`config.mk`:
```
export PLATFORM = sky130hd
export DESIGN_NAME = jk_monitor
export DESIGN_NICKNAME = d
export VERILOG_FILES = /design/src/rtl/jk_pkg.sv /design/src/rtl/jk_next.sv /design/src/rtl/jk_monitor.sv
export SDC_FILE = /design/constraint.sdc
export NUM_CORES = 1
export LEC_CHECK = 0
export CORE_ASPECT_RATIO = 0.6
export CORE_MARGIN = 2
export CORE_UTILIZATION = 25
export DETAILED_ROUTE_END_ITERATION = 10
export GPL_TIMING_DRIVEN = 0
export SLEW_MARGIN = 20
export SYNTH_ARGS = -nofsm -noshare
export SYNTH_HDL_FRONTEND = slang
export SYNTH_HIERARCHICAL = 1
export SYNTH_SLANG_ARGS = --single-unit
```
`constraint.sdc`:
```
create_clock -name clk -period 4.3 [get_ports clk]
set_input_delay 0.645 -clock clk [delete_from_list [all_inputs] [get_ports clk]]
set_output_delay 0.645 -clock clk [all_outputs]
set_load 0.005 [all_outputs]
```
`src/rtl/jk_pkg.sv`:
```
// Shared definitions for the JK flip-flop monitor: the monitor state
// encoding and the two-bit {j,k} mode constants.
package jk_pkg;

    typedef enum logic [1:0] {
        IDLE  = 2'd0,
        SYNC  = 2'd1,
        CHECK = 2'd2,
        FAIL  = 2'd3
    } state_t;

    localparam logic [1:0] HOLD = 2'b00;
    localparam logic [1:0] RST  = 2'b01;
    localparam logic [1:0] SET  = 2'b10;
    localparam logic [1:0] TGL  = 2'b11;

endpackage

```
`src/rtl/jk_next.sv`:
```
// Purely combinational JK next-state function. The monitor uses one
// instance for both seeding from the observed q and advancing its own
// expected value.
module jk_next
    import jk_pkg::*;
(
    input  logic j,
    input  logic k,
    input  logic qcur,
    output logic qnext
);

    // Characteristic equation of a JK flip-flop selected by the {j,k} mode
    always_comb begin
        qnext = qcur;
        case ({j, k})
            HOLD:    qnext = qcur;
            RST:     qnext = 1'b0;
            SET:     qnext = 1'b1;
            TGL:     qnext = ~qcur;
            default: qnext = qcur;
        endcase
    end

endmodule

```
`src/rtl/jk_monitor.sv`:
```
// JK flip-flop monitor: predicts the observed flip-flop output one cycle
// ahead, compares it, counts checked and failing cycles (saturating),
// and records which JK modes have been exercised.
// Build option: define JKMON_QD_CHECK_EN to also require qd == ~q on every
// compared cycle; without it qd is ignored.
module jk_monitor
    import jk_pkg::*;
#(
    parameter int CNT_W = 8
) (
    input  logic             clk,
    input  logic             rst,
    input  logic             en,
    input  logic             clr,
    input  logic             j,
    input  logic             k,
    input  logic             q,
    input  logic             qd,
    output logic             err,
    output logic             err_pulse,
    output logic [CNT_W-1:0] chk_cnt,
    output logic [CNT_W-1:0] err_cnt,
    output logic [3:0]       cov,
    output logic             done
);

    localparam logic [CNT_W-1:0] CNT_ONE = CNT_W'(1);

    state_t     state;
    state_t     state_nxt;
    logic       exp_q;
    logic       exp_q_nxt;
    logic       qcur_sel;
    logic       q_pred;
    logic       seeding;
    logic       comparing;
    logic       qd_bad;
    logic       mismatch;
    logic [3:0] cov_nxt;

    assign seeding   = en && (state == SYNC);
    assign comparing = en && ((state == CHECK) || (state == FAIL));

    // In SYNC the prediction is seeded from the real q; afterwards the
    // monitor advances its own expected value so a single fault is not
    // silently absorbed into the prediction.
    assign qcur_sel = (state == SYNC) ? q : exp_q;

    jk_next u_next (
        .j     (j),
        .k     (k),
        .qcur  (qcur_sel),
        .qnext (q_pred)
    );

`ifdef JKMON_QD_CHECK_EN
    assign qd_bad = (qd == q);
`else
    // qd is intentionally left dangling in this build; this net has no load.
    logic unused_qd;
    assign unused_qd = qd;
    assign qd_bad    = 1'b0;
`endif

    // A mismatched q and a non-complementary qd on the same cycle count once
    assign mismatch = comparing && ((q != exp_q) || qd_bad);

    assign done = (&cov) && !err;

    // Next-state logic; once an error has been seen the block re-enters
    // FAIL rather than CHECK after a pause, so only clr or rst clear it
    always_comb begin
        state_nxt = state;
        case (state)
            IDLE: begin
                if (en)
                    state_nxt = SYNC;
            end
            SYNC: begin
                if (!en)
                    state_nxt = IDLE;
                else if (err)
                    state_nxt = FAIL;
                else
                    state_nxt = CHECK;
            end
            CHECK: begin
                if (!en)
                    state_nxt = IDLE;
                else if (mismatch)
                    state_nxt = FAIL;
            end
            FAIL: begin
                if (!en)
                    state_nxt = IDLE;
            end
            default: state_nxt = IDLE;
        endcase
        if (clr)
            state_nxt = IDLE;
    end

    // Next expected value and coverage bit for the current {j,k} sample
    always_comb begin
        exp_q_nxt = exp_q;
        cov_nxt   = cov;
        if (seeding || comparing) begin
            exp_q_nxt         = q_pred;
            cov_nxt[{j, k}]   = 1'b1;
        end
    end

    // State register
    always_ff @(posedge clk or posedge rst) begin
        if (rst)
            state <= IDLE;
        else
            state <= state_nxt;
    end

    // Prediction, flags, coverage and saturating counters; clr beats a
    // simultaneous mismatch
    always_ff @(posedge clk or posedge rst) begin
        if (rst) begin
            exp_q     <= 1'b0;
            err       <= 1'b0;
            err_pulse <= 1'b0;
            chk_cnt   <= '0;
            err_cnt   <= '0;
            cov       <= '0;
        end else if (clr) begin
            exp_q     <= 1'b0;
            err       <= 1'b0;
            err_pulse <= 1'b0;
            chk_cnt   <= '0;
            err_cnt   <= '0;
            cov       <= '0;
        end else begin
            exp_q     <= exp_q_nxt;
            cov       <= cov_nxt;
            err_pulse <= mismatch;
            if (mismatch)
                err <= 1'b1;
            if (comparing && !(&chk_cnt))
                chk_cnt <= chk_cnt + CNT_ONE;
            if (mismatch && !(&err_cnt))
                err_cnt <= err_cnt + CNT_ONE;
        end
    end

endmodule

```
==> impl_metrics.yaml, run 1 <==
logic_synthesis:
  ys_seq_area_frac: 0.498
  ys_types: 36
  synth.area.top_cells: "dfrtp_1 (50%), nor2_1 (5.1%), a21oi_1 (3.6%), mux2i_1 (3.2%), nand4_1 (2.5%)"
  synth_area_leader_cell: "dfrtp_1"
  avgSynthCellArea_um2: 9.98
  syn_area_mm2: 0.00126
  synth-seq-cells: 25
  syn_nets: 136
  ys_warn_count: 6
  syn-instance-count: 126
  synth_top_cell_area_share: 0.498
clock_network:
  cts_resized: 0
  cts_hold_buf: 0
  clock-root-buffer: "clkbuf_8"
  post_cts_buffers: 0
  clkSlewWorstSetupHoldPaths_ns: 0.09
  cts_max_level: 1
  clk_latency_ns: 0.28
  cts_buffers: 3
  cts_tree: "done"
  cts_max_path_buffers: 2
  cts_sinks: 25
placed_design:
  dpl.cell_count: 218
  post-place-ws_ns: 1.92
  finalWeightedCongestion: 0.776
  hpwl_mm: 2.16
  portBuffers: 29
  placed_cell_area_mm2: 0.00163
timing:
  fin_crit_sh: 0.483
  slew_headroom: 0.630
  worstMarginPinSlew_ns: 0.542
  fin_tns_setup_ns: 0
  fmax_mhz: 482
  setup_ws_ns: 2.22
  grt_setup_unrepaired: "no"
  maxSlewViolCount: 0
  period_minus_slack_ns: 2.08
  finalHoldViolCount: 0
  whs_ns: 0.545
  setup_viol: 0
  skew_ns: 0.00417
route:
  wirelength_mm: 2.96
  num_vias: 1069
  drc: 0
  antenna_left: 0
  wire_per_inst_um: 13.3
  drt_iter0_drc: 44
  vias_per_cell: 4.82
  dr.pass1.iters: 4
job:
  maxCapViolations: 0
power:
  p_sw_frac: 0.248
  pwr-share-seq: 0.572
  switching_power_uw: 105
  total_leakage_power_nw: 0.711
  power.density_mw_per_mm2: 252
  vdd_drop_max_uv: 107
  power_frac_comb: 0.079
  internal-power_uw: 317
  pwr-share-clk: 0.349
global_routing:
  grt_pass1_wl_mm: 4.81
  antenna_found_initial: 0
  grt.total_usage: 0.112
  grt_max_degree: 26
  grt_overflow: 0
  grt_pass1_vias: 946
floorplanning:
  std_cell_rows: 19
  die_area_mm2: 0.00563
  chipHeight_um: 58.9
  fp.coreArea_mm2: 0.00471
  initial_core_util: 0.267
  die_w_um: 95.6
  io_pins: 31
finish:
  final_cells: 222
  fin_nets: 170
  drive_gt1_frac: 0.0818
  syn_to_final_growth_pct: 33.0
  design_area_mm2: 0.00167
  n_antenna_cell: 0
worst_setup_path:
  slowest_stage: "clkdlybuf4s50_1"
  crit_fanout: 10
  worstPathCellList: "clkdlybuf4s50_1 > and2_2 > o21ai_1 > buf_2 > or4_1 > a21oi_1"
  worstSetupPathType: "in2reg"
  end_kind: "register"
  crit_path_max_incr_delay_ns: 0.54
  startpoint_type: "primary input"
  critPathArrivalTime_ns: 2.28
  critPathRequiredTime_ns: 4.50
worst_hold_path:
  hp-class: "reg2reg"
run_status:
  status: "finished clean"
## power groups by stage
stage / sequential [mW] / clock, mW / combinational [mW]
finish: 0.241 / 0.147 / 0.0335
global route: 0.242 / 0.160 / 0.0377
CTS: 0.241 / 0.153 / 0.0345
detailed placement: 0.246 / 0 / 0.0344
global placement: 0.245 / 0 / 0.0337
floorplan: 0.245 / 0 / 0.0177
## area by class of cell
type,count,area (µm²)
Inverter,8,30.0
Buffer,3,12.5
Clock buffer,3,41.3
Sequential cell,25,626
Multi-Input combinational cell,90,589
Clock inverter,1,5.00
Fill cell,488,3030
Tap cell,63,78.8
Timing Repair Buffer,29,290
## cells in the mapped netlist, drive strengths merged
cell type,number
o21a,2
mux2i,4
a31oi,3
a2111oi,1
or4,4
a21oi,9
clkbuf,2
nor3,2
buf,1
o211a,1
a211oi,1
o211ai,3
inv,8
nor2b,1
o41ai,1
xor2,4
and4,1
mux2,2
xnor2,2
nor2,17
o311ai,1
and2,2
o21ai,3
o31a,1
nand3,5
o31ai,4
ha,2
nand4,5
or3,1
nand2,4
dfrtp,25
nand2b,1
and3,3
## layout by cell type, fill, tap and decap left out, types with 2 or more instances in the layout
| cell type | Yosys | final |
|---|---|---|
| clkdlybuf4s50_1 | 0 | 29 |
| dfrtp_1 | 25 | 25 |
| nor2_1 | 17 | 17 |
| a21oi_1 | 9 | 9 |
| inv_1 | 8 | 7 |
| nand4_1 | 5 | 5 |
| nand2_1 | 4 | 4 |
| o31ai_1 | 4 | 4 |
| or4_1 | 4 | 4 |
| nand3_1 | 4 | 4 |
| mux2i_1 | 4 | 4 |
| and3_1 | 3 | 3 |
| xor2_1 | 3 | 3 |
| o211ai_1 | 3 | 3 |
| a31oi_1 | 3 | 3 |
| clkbuf_8 | 0 | 3 |
| clkbuf_1 | 2 | 2 |
| and2_2 | 2 | 2 |
| xnor2_1 | 2 | 2 |
| mux2_2 | 2 | 2 |
| o21ai_0 | 2 | 2 |
| o21a_1 | 2 | 2 |
| nor3_1 | 2 | 2 |
| ha_1 | 2 | 2 |
## through the flow
stage	total power, mW	util
floorplan	0.263	-
global placement	0.279	0.346
detailed placement	0.280	0.346
CTS	0.428	0.355
global route	0.439	0.355
finish	0.422	0.355
## critical path: cells and delay by family
family,cells,cell delay (ns)
AOI/OAI and AO/OA,2,0.25
and+or+nand+nor,2,0.63
buffers and inverters,2,0.74
## metal layers
layer | up-vias | wire (µm) | global-route usage
met4 | 0 | 14 | 0.0245
met1 | 512 | 1610 | 0.173
met5 | - | 0 | 0
met3 | 3 | 204 | 0.0461
met2 | 30 | 1130 | 0.141
li1 | 524 | - | -
## registers in the layout, summed over array words and instances (netlist names)
signal and cells:
err 1, cov 4, exp_q 1, chk_cnt 8, err_pulse 1, state 2, err_cnt 8
## kinds of logic (layout without fill, tap and decap cells)
group | after synthesis | count (layout) | synth area share
XOR/XNOR | 6 | 6 | 0.0478
AO/OA/AOI/OAI | 30 | 30 | 0.159
buffers and inverters | 11 | 44 | 0.0338
adder cells (fa/ha/maj) | 2 | 2 | 0.0199
multiplexers | 6 | 6 | 0.0498
flip-flops | 25 | 25 | 0.498
AND/OR/NAND/NOR | 46 | 46 | 0.192
## final timing paths
kind,from,endpoint,slack [ns],cells past startpoint
max in group asynchronous,rst,err_cnt[0],3.20,2
hold / removal,cov[2],cov[2],0.55,2
setup reg to reg,err_cnt[0],err_cnt[6],2.57,5
hold reg to reg,cov[2],cov[2],0.55,2
min in group asynchronous,rst,chk_cnt[0],0.73,2
setup / recovery,en,chk_cnt[6],2.22,6
Power figures use the tool's default switching activity.
==> run 2: changes to the inputs <==
clock period = 2.2 ns   (was 4.3 ns; I/O delays follow)
==> results of run 2 <==
Same layout as run 1 (identical final DEF). Status: finished clean.
Among the figures that moved: setup slack after placement 1.92 ns -> 0.137 ns; setup slack after layout 2.22 ns -> 0.439 ns; hold slack 0.545 ns -> 0.417 ns; register-to-register setup slack 2.57 ns -> 0.47 ns; total power 0.422 mW -> 0.824 mW; worst IR drop on VDD 107 µV -> 209 µV
==> run 3: changes to the inputs <==
clock period = 1.4 ns   (was 2.2 ns; I/O delays follow)
==> run 3 against run 2 <==
Net effect:
- clock power grew 56%
- count of clock-buffer cells in the layout is the same
- power grew 60%
- flip-flop and latch count is the same
- die area is the same
- setup slack lost 0.61 ns
- sequential power grew 57%
- combinational power grew 99%
- the run now ends with setup timing left
- via count grew 16%
- first-iteration DRC count shrank 2.3%
==> impl_metrics.yaml, run 3 (synthesis results as in run 1) <==
run_status:
  status: "finished with violations"
  violations: "setup timing"
timing:
  grt_setup_unrepaired: "yes"
  whs_ns: 0.396
  period_minus_slack_ns: 1.57
  fmax_mhz: 638
  setup_viol: 13
  slew_headroom: 0.338
  skew_ns: 0.00340
  maxSlewViolCount: 0
  finalHoldViolCount: 0
  fin_tns_setup_ns: -0.971
  worstMarginPinSlew_ns: 0.991
  fin_crit_sh: 1.12
  setup_ws_ns: -0.167
finish:
  layout_commonest_cell: "buf_4"
  n_antenna_cell: 0
  design_area_mm2: 0.00211
  syn_to_final_growth_pct: 67.9
  drive_gt1_frac: 0.402
  n_fill_cell: 476
  reg.largest.list: "chk_cnt (8), err_cnt (8), cov (4)"
  final_cell_mix: "buf_4 (29), dlygate4sd2_1 (20), dfrtp_1 (19)"
  fin_nets: 205
clock_network:
  cts_buffers: 3
  cts_max_path_buffers: 2
  cts_tree: "done"
  cts_max_level: 1
  cts_sinks: 25
  clkSlewWorstSetupHoldPaths_ns: 0.09
  cts_hold_buf: 0
  clock-root-buffer: "clkbuf_8"
  clk_latency_ns: 0.28
route:
  drc: 0
  wirelength_mm: 3.94
  dr.pass1.iters: 4
  num_vias: 1242
  wire_per_inst_um: 15.3
  vias_per_cell: 4.83
  antenna_left: 0
  drt_iter0_drc: 43
placed_design:
  post-place-ws_ns: -0.491
  portBuffers: 29
  placed_cell_area_mm2: 0.00166
  finalWeightedCongestion: 0.766
  hpwl_mm: 2.23
worst_setup_path:
  critPathArrivalTime_ns: 1.77
  startpoint: "err_cnt[0]"
  critPathRequiredTime_ns: 1.60
  worstSetupPathType: "reg2reg"
  startpoint_type: "register"
  crit_fanout: 3
  worstReg2RegStart: "err_cnt[0]"
  end_kind: "register"
global_routing:
  grt_pass1_wl_mm: 6.03
  grt_overflow: 0
  grt.total_usage: 0.144
  grt_max_degree: 26
  antenna_found_initial: 0
  grt_pass1_vias: 1236
floorplanning:
  fp.coreArea_mm2: 0.00471
  chipHeight_um: 58.9
  die_area_mm2: 0.00563
  io_pins: 31
  initial_core_util: 0.267
  std_cell_rows: 19
  die_w_um: 95.6
power:
  vdd_drop_max_uv: 320
  power.density_mw_per_mm2: 625
  p_sw_frac: 0.252
  total_leakage_power_nw: 1.03
  switching_power_uw: 333
  power_mw: 1.32
  pwr-share-clk: 0.340
  internal-power_uw: 987
  pwr-share-seq: 0.562
  power_frac_comb: 0.099
worst_hold_path:
  hp-class: "in2reg"
  min-delay-start: "en"
job:
  maxCapViolations: 0
[run 3: changes by cell type in the layout (fill, tap and decap cells not counted), sizes merged]
cell / change
buf: +35
dlygate4sd2: +20
clkbuf: +1
clkdlybuf4s50: -23
dlymetal6s2s: +2
[run 3: path summary, 6_finish.rpt]
kind / to / slack, ns / cells past startpoint
max reg2reg: err_cnt[5] / -0.17 / 5
min reg2reg: state[0] / 0.54 / 1
max in group asynchronous: err_cnt[5] / 0.27 / 2
min: state[1] / 0.40 / 2
min in group asynchronous: chk_cnt[1] / 0.46 / 2
max: err_cnt[5] / -0.17 / 5
[run 3: final cells by class]
class                   instances  area (µm²)  share of cell area
clock inverters                 1        5.00             0.00237
multi-input cells              90         752               0.356
repair buffers                 64         551               0.261
clock buffers                   3        41.3              0.0196
well taps                      63        78.8              0.0373
inverters                       8        30.0              0.0142
flip-flops and latches         25         633               0.300
plain buffers                   3        20.0             0.00948
[run 3: critical path, stage by stage (launching register included)]
cell,delay (ns)
dfrtp_1,0.44
buf_6,0.12
and3_4,0.19
nand3_4,0.08
or4_1,0.51
a21oi_1,0.15
[run 3: per-layer routing]
layer / global-route usage / vias up / share of wire
li1: - / 594 / -
met1: 0.201 / 622 / 0.50
met2: 0.214 / 22 / 0.45
met3: 0.0410 / 4 / 0.037
met4: 0.0551 / 0 / 0.011
met5: 0 / - / 0
[run 3: through the flow]
step | util | cells
after CTS | 0.420 | 251
final | 0.448 | 257
after global routing | 0.448 | 257
after detailed placement | 0.353 | 218
after global placement | 0.353 | 218
after floorplan | - | 126
[run 3: timing repair]
item                                    CTS  global route
cloned                                    1             0
endpoints found under the setup margin   34            24
pin swaps                                12            12
resized for setup                        38            27
setup buffers                            29             8
[run 3: power by group through the flow]
stage / clock (mW) / combinational [mW] / sequential, mW
finish: 0.448 / 0.130 / 0.741
global placement: 0 / 0.107 / 0.755
CTS: 0.463 / 0.119 / 0.740
detailed placement: 0 / 0.108 / 0.754
global route: 0.485 / 0.144 / 0.742
floorplan: 0 / 0.0566 / 0.752
